===== src/rtl/jacaranda_pkg.sv =====
// ---------------------------------------------------------------------------
// jacaranda_pkg
// Shared definitions for the program loader and instruction memory side of
// the jacaranda CPU.
//   - loader_state_t : loader FSM states (CHECK/ERR only reachable when the
//                      loader is built with PROG_LOADER_CHECKSUM_EN).
//   - ADDR_W_DEFAULT / DATA_W_DEFAULT : instruction memory geometry.
//   - IMEM_DEPTH     : number of instruction memory words.
//   - last_index()   : index of the final data byte for a length byte.
// ---------------------------------------------------------------------------
package jacaranda_pkg;

    localparam int ADDR_W_DEFAULT = 8;
    localparam int DATA_W_DEFAULT = 8;
    localparam int IMEM_DEPTH     = 256;

    typedef enum logic [2:0] {
        ST_IDLE  = 3'd0,
        ST_LOAD  = 3'd1,
        ST_CHECK = 3'd2,
        ST_FLUSH = 3'd3,
        ST_DONE  = 3'd4,
        ST_ERR   = 3'd5
    } loader_state_t;

    // A length byte of 0 encodes a full IMEM_DEPTH image, so the last index
    // is (len - 1) modulo the memory depth: 0 -> 255, 1 -> 0, 3 -> 2.
    function automatic logic [7:0] last_index(input logic [7:0] len);
        return 8'((int'(len) + IMEM_DEPTH - 1) % IMEM_DEPTH);
    endfunction

endpackage


===== src/rtl/prog_checksum.sv =====
// ---------------------------------------------------------------------------
// prog_checksum
// 8-bit modular accumulator for the loader's image checksum.
// Ports:
//   clock   in   rising-edge clock
//   reset   in   asynchronous active-low reset
//   clear   in   synchronous clear of the running sum (wins over add_en)
//   add_en  in   add data into the running sum this cycle
//   data    in   byte to add, also the candidate checksum byte
//   is_zero out  (sum + data) mod 256 == 0, combinational
// ---------------------------------------------------------------------------
module prog_checksum (
    input  logic       clock,
    input  logic       reset,
    input  logic       clear,
    input  logic       add_en,
    input  logic [7:0] data,
    output logic       is_zero
);

    logic [7:0] sum;

    // NOTE: sequential state uses non-blocking assignments so every register
    // samples pre-edge values regardless of statement order.
    always_ff @(posedge clock or negedge reset) begin
        if (!reset) begin
            sum <= 8'h00;
        end else if (clear) begin
            sum <= 8'h00;
        end else if (add_en) begin
            sum <= sum + data;
        end
    end

    // The checksum byte is good when it brings the running sum back to zero.
    assign is_zero = (8'(sum + data) == 8'h00);

endmodule


===== src/rtl/prog_loader.sv =====
// ---------------------------------------------------------------------------
// prog_loader
// Receives a length-prefixed byte stream over valid/ready and writes it into
// instruction memory starting at address 0. The CPU is held stopped
// (cpu_run=0) until the complete image has been written.
//
// Build option: define PROG_LOADER_CHECKSUM_EN to expect one checksum byte
// after the data; the image is accepted only if (sum of data + checksum)
// mod 256 == 0, otherwise the loader parks in ERR with error=1. Without the
// macro the checksum path is absent and error is tied low.
//
// Ports:
//   clock        in   rising-edge clock
//   reset        in   asynchronous active-low reset
//   in_data      in   stream byte
//   in_valid     in   in_data is valid
//   in_ready     out  byte accepted this cycle (combinational)
//   reload       in   synchronous request to restart and await a new image
//   imem_w_en    out  instruction memory write strobe
//   imem_w_addr  out  instruction memory write address
//   imem_w_data  out  instruction memory write data
//   cpu_run      out  CPU may fetch and execute
//   busy         out  loader is in LOAD or CHECK
//   error        out  checksum mismatch, sticky until reload or reset
// ---------------------------------------------------------------------------
module prog_loader
    import jacaranda_pkg::*;
#(
    parameter int ADDR_W = ADDR_W_DEFAULT,
    parameter int DATA_W = DATA_W_DEFAULT
) (
    input  logic              clock,
    input  logic              reset,
    input  logic [7:0]        in_data,
    input  logic              in_valid,
    output logic              in_ready,
    input  logic              reload,
    output logic              imem_w_en,
    output logic [ADDR_W-1:0] imem_w_addr,
    output logic [DATA_W-1:0] imem_w_data,
    output logic              cpu_run,
    output logic              busy,
    output logic              error
);

    loader_state_t     state;
    logic [ADDR_W-1:0] count;
    logic [7:0]        last_idx;
    logic              accept;
    logic              last_byte;

    // reload takes priority: a byte offered alongside reload is not accepted.
    assign in_ready  = ((state == ST_IDLE) || (state == ST_LOAD) ||
                        (state == ST_CHECK)) && !reload;
    assign accept    = in_valid && in_ready;
    assign last_byte = (count == ADDR_W'(last_idx));

`ifdef PROG_LOADER_CHECKSUM_EN
    logic sum_ok;
    logic error_q;

    prog_checksum u_checksum (
        .clock   (clock),
        .reset   (reset),
        .clear   (reload || (state == ST_IDLE && accept)),
        .add_en  (state == ST_LOAD && accept),
        .data    (in_data),
        .is_zero (sum_ok)
    );

    assign error = error_q;
`else
    assign error = 1'b0;
`endif

    // NOTE: instruction memory itself lives outside this block and is never
    // cleared; only the write port registers are given reset values.
    always_ff @(posedge clock or negedge reset) begin
        if (!reset) begin
            state       <= ST_IDLE;
            count       <= '0;
            last_idx    <= 8'h00;
            imem_w_en   <= 1'b0;
            imem_w_addr <= '0;
            imem_w_data <= '0;
            cpu_run     <= 1'b0;
            busy        <= 1'b0;
`ifdef PROG_LOADER_CHECKSUM_EN
            error_q     <= 1'b0;
`endif
        end else begin
            // Write strobe is a single-cycle pulse per accepted data byte.
            imem_w_en <= 1'b0;

            if (reload) begin
                state   <= ST_IDLE;
                count   <= '0;
                cpu_run <= 1'b0;
                busy    <= 1'b0;
`ifdef PROG_LOADER_CHECKSUM_EN
                error_q <= 1'b0;
`endif
            end else begin
                case (state)
                    ST_IDLE: begin
                        if (accept) begin
                            last_idx <= last_index(in_data);
                            count    <= '0;
                            state    <= ST_LOAD;
                            busy     <= 1'b1;
                        end
                    end

                    ST_LOAD: begin
                        if (accept) begin
                            imem_w_en   <= 1'b1;
                            imem_w_addr <= count;
                            imem_w_data <= DATA_W'(in_data);
                            // Wraps to 0 only on the 256th byte, which is last.
                            count       <= count + 1'b1;
                            if (last_byte) begin
`ifdef PROG_LOADER_CHECKSUM_EN
                                state <= ST_CHECK;
`else
                                state <= ST_FLUSH;
                                busy  <= 1'b0;
`endif
                            end
                        end
                    end

`ifdef PROG_LOADER_CHECKSUM_EN
                    ST_CHECK: begin
                        if (accept) begin
                            busy  <= 1'b0;
                            state <= sum_ok ? ST_FLUSH : ST_ERR;
                        end
                    end

                    // error rises one edge after the bad checksum is taken.
                    ST_ERR: error_q <= 1'b1;
`endif

                    // Gives the final write a full cycle before DONE.
                    ST_FLUSH: state <= ST_DONE;

                    // cpu_run trails entry to DONE by one edge, so it can
                    // never overlap the last memory write.
                    ST_DONE: cpu_run <= 1'b1;

                    default: begin
                        state <= ST_IDLE;
                        busy  <= 1'b0;
                    end
                endcase
            end
        end
    end

endmodule


===== config.mk =====
export PLATFORM = sky130hd
export DESIGN_NAME = prog_loader
export DESIGN_NICKNAME = d
export VERILOG_FILES = /design/src/rtl/jacaranda_pkg.sv /design/src/rtl/prog_checksum.sv /design/src/rtl/prog_loader.sv
export SDC_FILE = /design/constraint.sdc
export NUM_CORES = 1
export LEC_CHECK = 0
export ABC_CLOCK_PERIOD_IN_PS = 1870
export CAP_MARGIN = 10
export CORE_ASPECT_RATIO = 1.1
export CORE_MARGIN = 2
export CORE_UTILIZATION = 51
export DETAILED_ROUTE_END_ITERATION = 7
export PLACE_DENSITY = 0.9
export SYNTH_ARGS = -nofsm -noshare
export SYNTH_HDL_FRONTEND = slang
export SYNTH_SLANG_ARGS = --single-unit
export TNS_END_PERCENT = 5

===== constraint.sdc =====
create_clock -name clock -period 1.87 [get_ports clock]
set_clock_uncertainty 0.15 [all_clocks]
set_input_delay 0.2805 -clock clock [delete_from_list [all_inputs] [get_ports clock]]
set_output_delay 0.2805 -clock clock [all_outputs]
set_load 0.03 [all_outputs]

==> flow_summary.json <==
{
  "status": "finished clean",
  "grt_util_all_layers": 0.206,
  "clk_latency_ns": 0.34,
  "power.density_mw_per_mm2": 782,
  "synth_top_area_frac": 0.537,
  "slew_viol_final": 0,
  "core_sq_mm": 0.00333,
  "io_pins": 33,
  "drc": 0,
  "fin_tns_setup_ns": 0,
  "netlist_area_sq_mm": 0.00177,
  "multiInputGateArea_sq_um": 790,
  "syn_area_per_cell_sq_um": 11.1,
  "gp_congestion": 0.786,
  "cts_tree": "done",
  "antenna_found_initial": 0,
  "fmaxAchievable_mhz": 545,
  "max_stage_delay_ns": 0.54,
  "post_cts_buffers": 0,
  "worstPathArrival_ns": 1.41,
  "layout.nets": 214,
  "mostFrequentLayoutCells": "dfrtp_1, clkdlybuf4s50_1, nand2_1",
  "route.vias.total": 1317,
  "first_pass_iters": 4,
  "cts_max_level": 2,
  "synth_area_leaders": "dfrtp_1, mux2_2, xor2_1",
  "netSwitchingPower_uw": 524,
  "crit_top_cell": "buf_4",
  "final_common_cell": "dfrtp_1",
  "ys_seq_area_frac": 0.537,
  "wire_per_inst_um": 14.6,
  "clock_path_buffers": 2,
  "cts_sinks": 38,
  "stdcell_area_sq_mm": 0.00225,
  "cp_top_family": "buffers and inverters",
  "cts.reportedPaths.clkPinSlew_ns": 0.10,
  "worst-path-buf-inv": 3,
  "std_cell_rows": 22,
  "synth_edf_count": 0,
  "synthDistinctLibCells": 34,
  "ant_nets": 0,
  "async_flop_share": 1.00,
  "synthFlopType": "dfrtp_1",
  "rsz0062_at_grt": "yes",
  "grt_pass1_vias": 1341,
  "grt_max_degree": 39,
  "period_share": 0.982,
  "pwr-share-comb": 0.241,
  "drive_gt1_frac": 0.170,
  "syn2layout_area_growth_pct": 26.9,
  "cts_root_buffer": "clkbuf_4",
  "fill_cells": 263,
  "crit_chain": "clkdlybuf4s50_1 > buf_4 > nor2_2 > and2_1 > buf_4",
  "cp-start-kind": "primary input",
  "clkPwrFrac": 0.213,
  "n_antenna_cell": 0,
  "fin_crit_ns": 1.84,
  "required_ns": 1.44,
  "maxCapViolations": 0,
  "routed_wl_um": 3620,
  "place.port_buffers": 31,
  "p_int_uw": 1230,
  "crit_type": "in -> out",
  "synth_nets": 173,
  "drt_iter0_markers": 42,
  "fin_total_pwr_uw": 1760,
  "critPathMaxFanout": 11,
  "die_w_um": 60.2,
  "hold_path.class": "reg -> reg",
  "yosysWarnings": 0,
  "via_per_inst": 5.31,
  "cp-end-kind": "primary output",
  "dieArea_sq_mm": 0.00396,
  "seq_area_sq_um": 951,
  "yosys.area.top_type": "dfrtp_1",
  "ys_ff_latch": 38,
  "hold_viol": 0,
  "leakagePower_uw": 0.00108,
  "switching_share": 0.298,
  "crit_path_top_delay_cell": "clkdlybuf4s50_1",
  "die_y_um": 65.8,
  "p_seq_frac": 0.546,
  "initial_core_util": 0.532,
  "post_dp_cell_area_sq_mm": 0.00218,
  "cts_buffers": 5,
  "grt_overflow": 0,
  "synth_cells": 159,
  "hpwl_um": 2710,
  "grt_pass1_wl_um": 5930,
  "peakVddDrop_mv": 0.599,
  "setup_viol_count_final": 0
}
power groups by stage:
stage / Clock (uW) / Combinational (uW) / Sequential, uW
floorplan: 0 / 138 / 1060
global placement: 0 / 409 / 970
detailed placement: 0 / 425 / 977
CTS: 384 / 429 / 962
global route: 419 / 454 / 972
finish: 375 / 423 / 960
what timing repair did:
item | in CTS | in global routing
endpoints found under the hold margin | 38 | 0
gates resized for setup | 1 | 5
endpoints found under the setup margin | 1 | 18
hold buffers | 1 | 0
per-layer routing:
layer / GRT usage / wire length [um] / up-vias
met5: 0 / 0 / -
met4: 0.0556 / 74 / 0
met3: 0.0665 / 143 / 8
met2: 0.374 / 2010 / 30
met1: 0.226 / 1400 / 642
li1: - / - / 637
flip-flops by register name, indices dropped and copies added, names as in the netlist:
| register | flops |
|---|---|
| busy | 1 |
| count | 8 |
| cpu_run | 1 |
| imem_w_addr | 8 |
| imem_w_data | 8 |
| imem_w_en | 1 |
| last_idx | 8 |
| state | 3 |
per-stage QoR:
stage                     setup WS, ns   util  hold slack (ns)  instances
after floorplan                  0.295      -           -0.165        159
after global placement         0.00179  0.653            0.187        240
after detailed placement        -0.108  0.653            0.195        240
after CTS                       0.0246  0.669            0.363        248
after global routing           -0.0193  0.675            0.387        248
final                           0.0341  0.675            0.354        248
cell families after synthesis:
family,after synthesis,synth area share
compound gates,26,0.0890
xor+xnor,18,0.0890
fa+ha+maj,2,0.0141
buf+inv,9,0.0240
flops,38,0.537
mux,14,0.0890
other cells,1,0.00212
simple gates,51,0.156
worst paths after layout:
kind | cells after the start | slack [ns] | start | to
min | 2 | 0.35 | imem_w_data[1] | imem_w_data[1]
max reg2reg | 4 | 0.13 | state[1] | imem_w_data[6]
max | 5 | 0.03 | reload | in_ready
min in group asynchronous | 3 | 0.36 | reset | count[2]
min reg2reg | 2 | 0.35 | imem_w_data[1] | imem_w_data[1]
max in group asynchronous | 3 | 0.88 | reset | last_idx[4]
area by class of cell:
class | count | share of cell area
sequential | 38 | 0.423
multi-input combinational | 112 | 0.351
tap | 48 | 0.0267
timing repair buffer | 40 | 0.174
inverter | 3 | 0.00501
clock buffer | 7 | 0.0200
worst min-delay path, delay by kind of cell (launching register included):
family	cells	cell delay, ns
AND/OR/NAND/NOR	1	0.05
AO/OA/AOI/OAI	1	0.06
flip-flops	1	0.36
Yosys cell counts, types with 3 or more instances:
library cell / count
nand2_1: 17
o21ai_0: 15
buf_2: 3
a21oi_1: 4
xor2_1: 15
xnor2_1: 3
nor2b_1: 3
dfrtp_1: 38
nor4_1: 3
mux2_2: 14
nand3_1: 3
and4_1: 3
inv_1: 3
nor2_1: 11
Note: power is estimated with default switching activity, not from simulation.
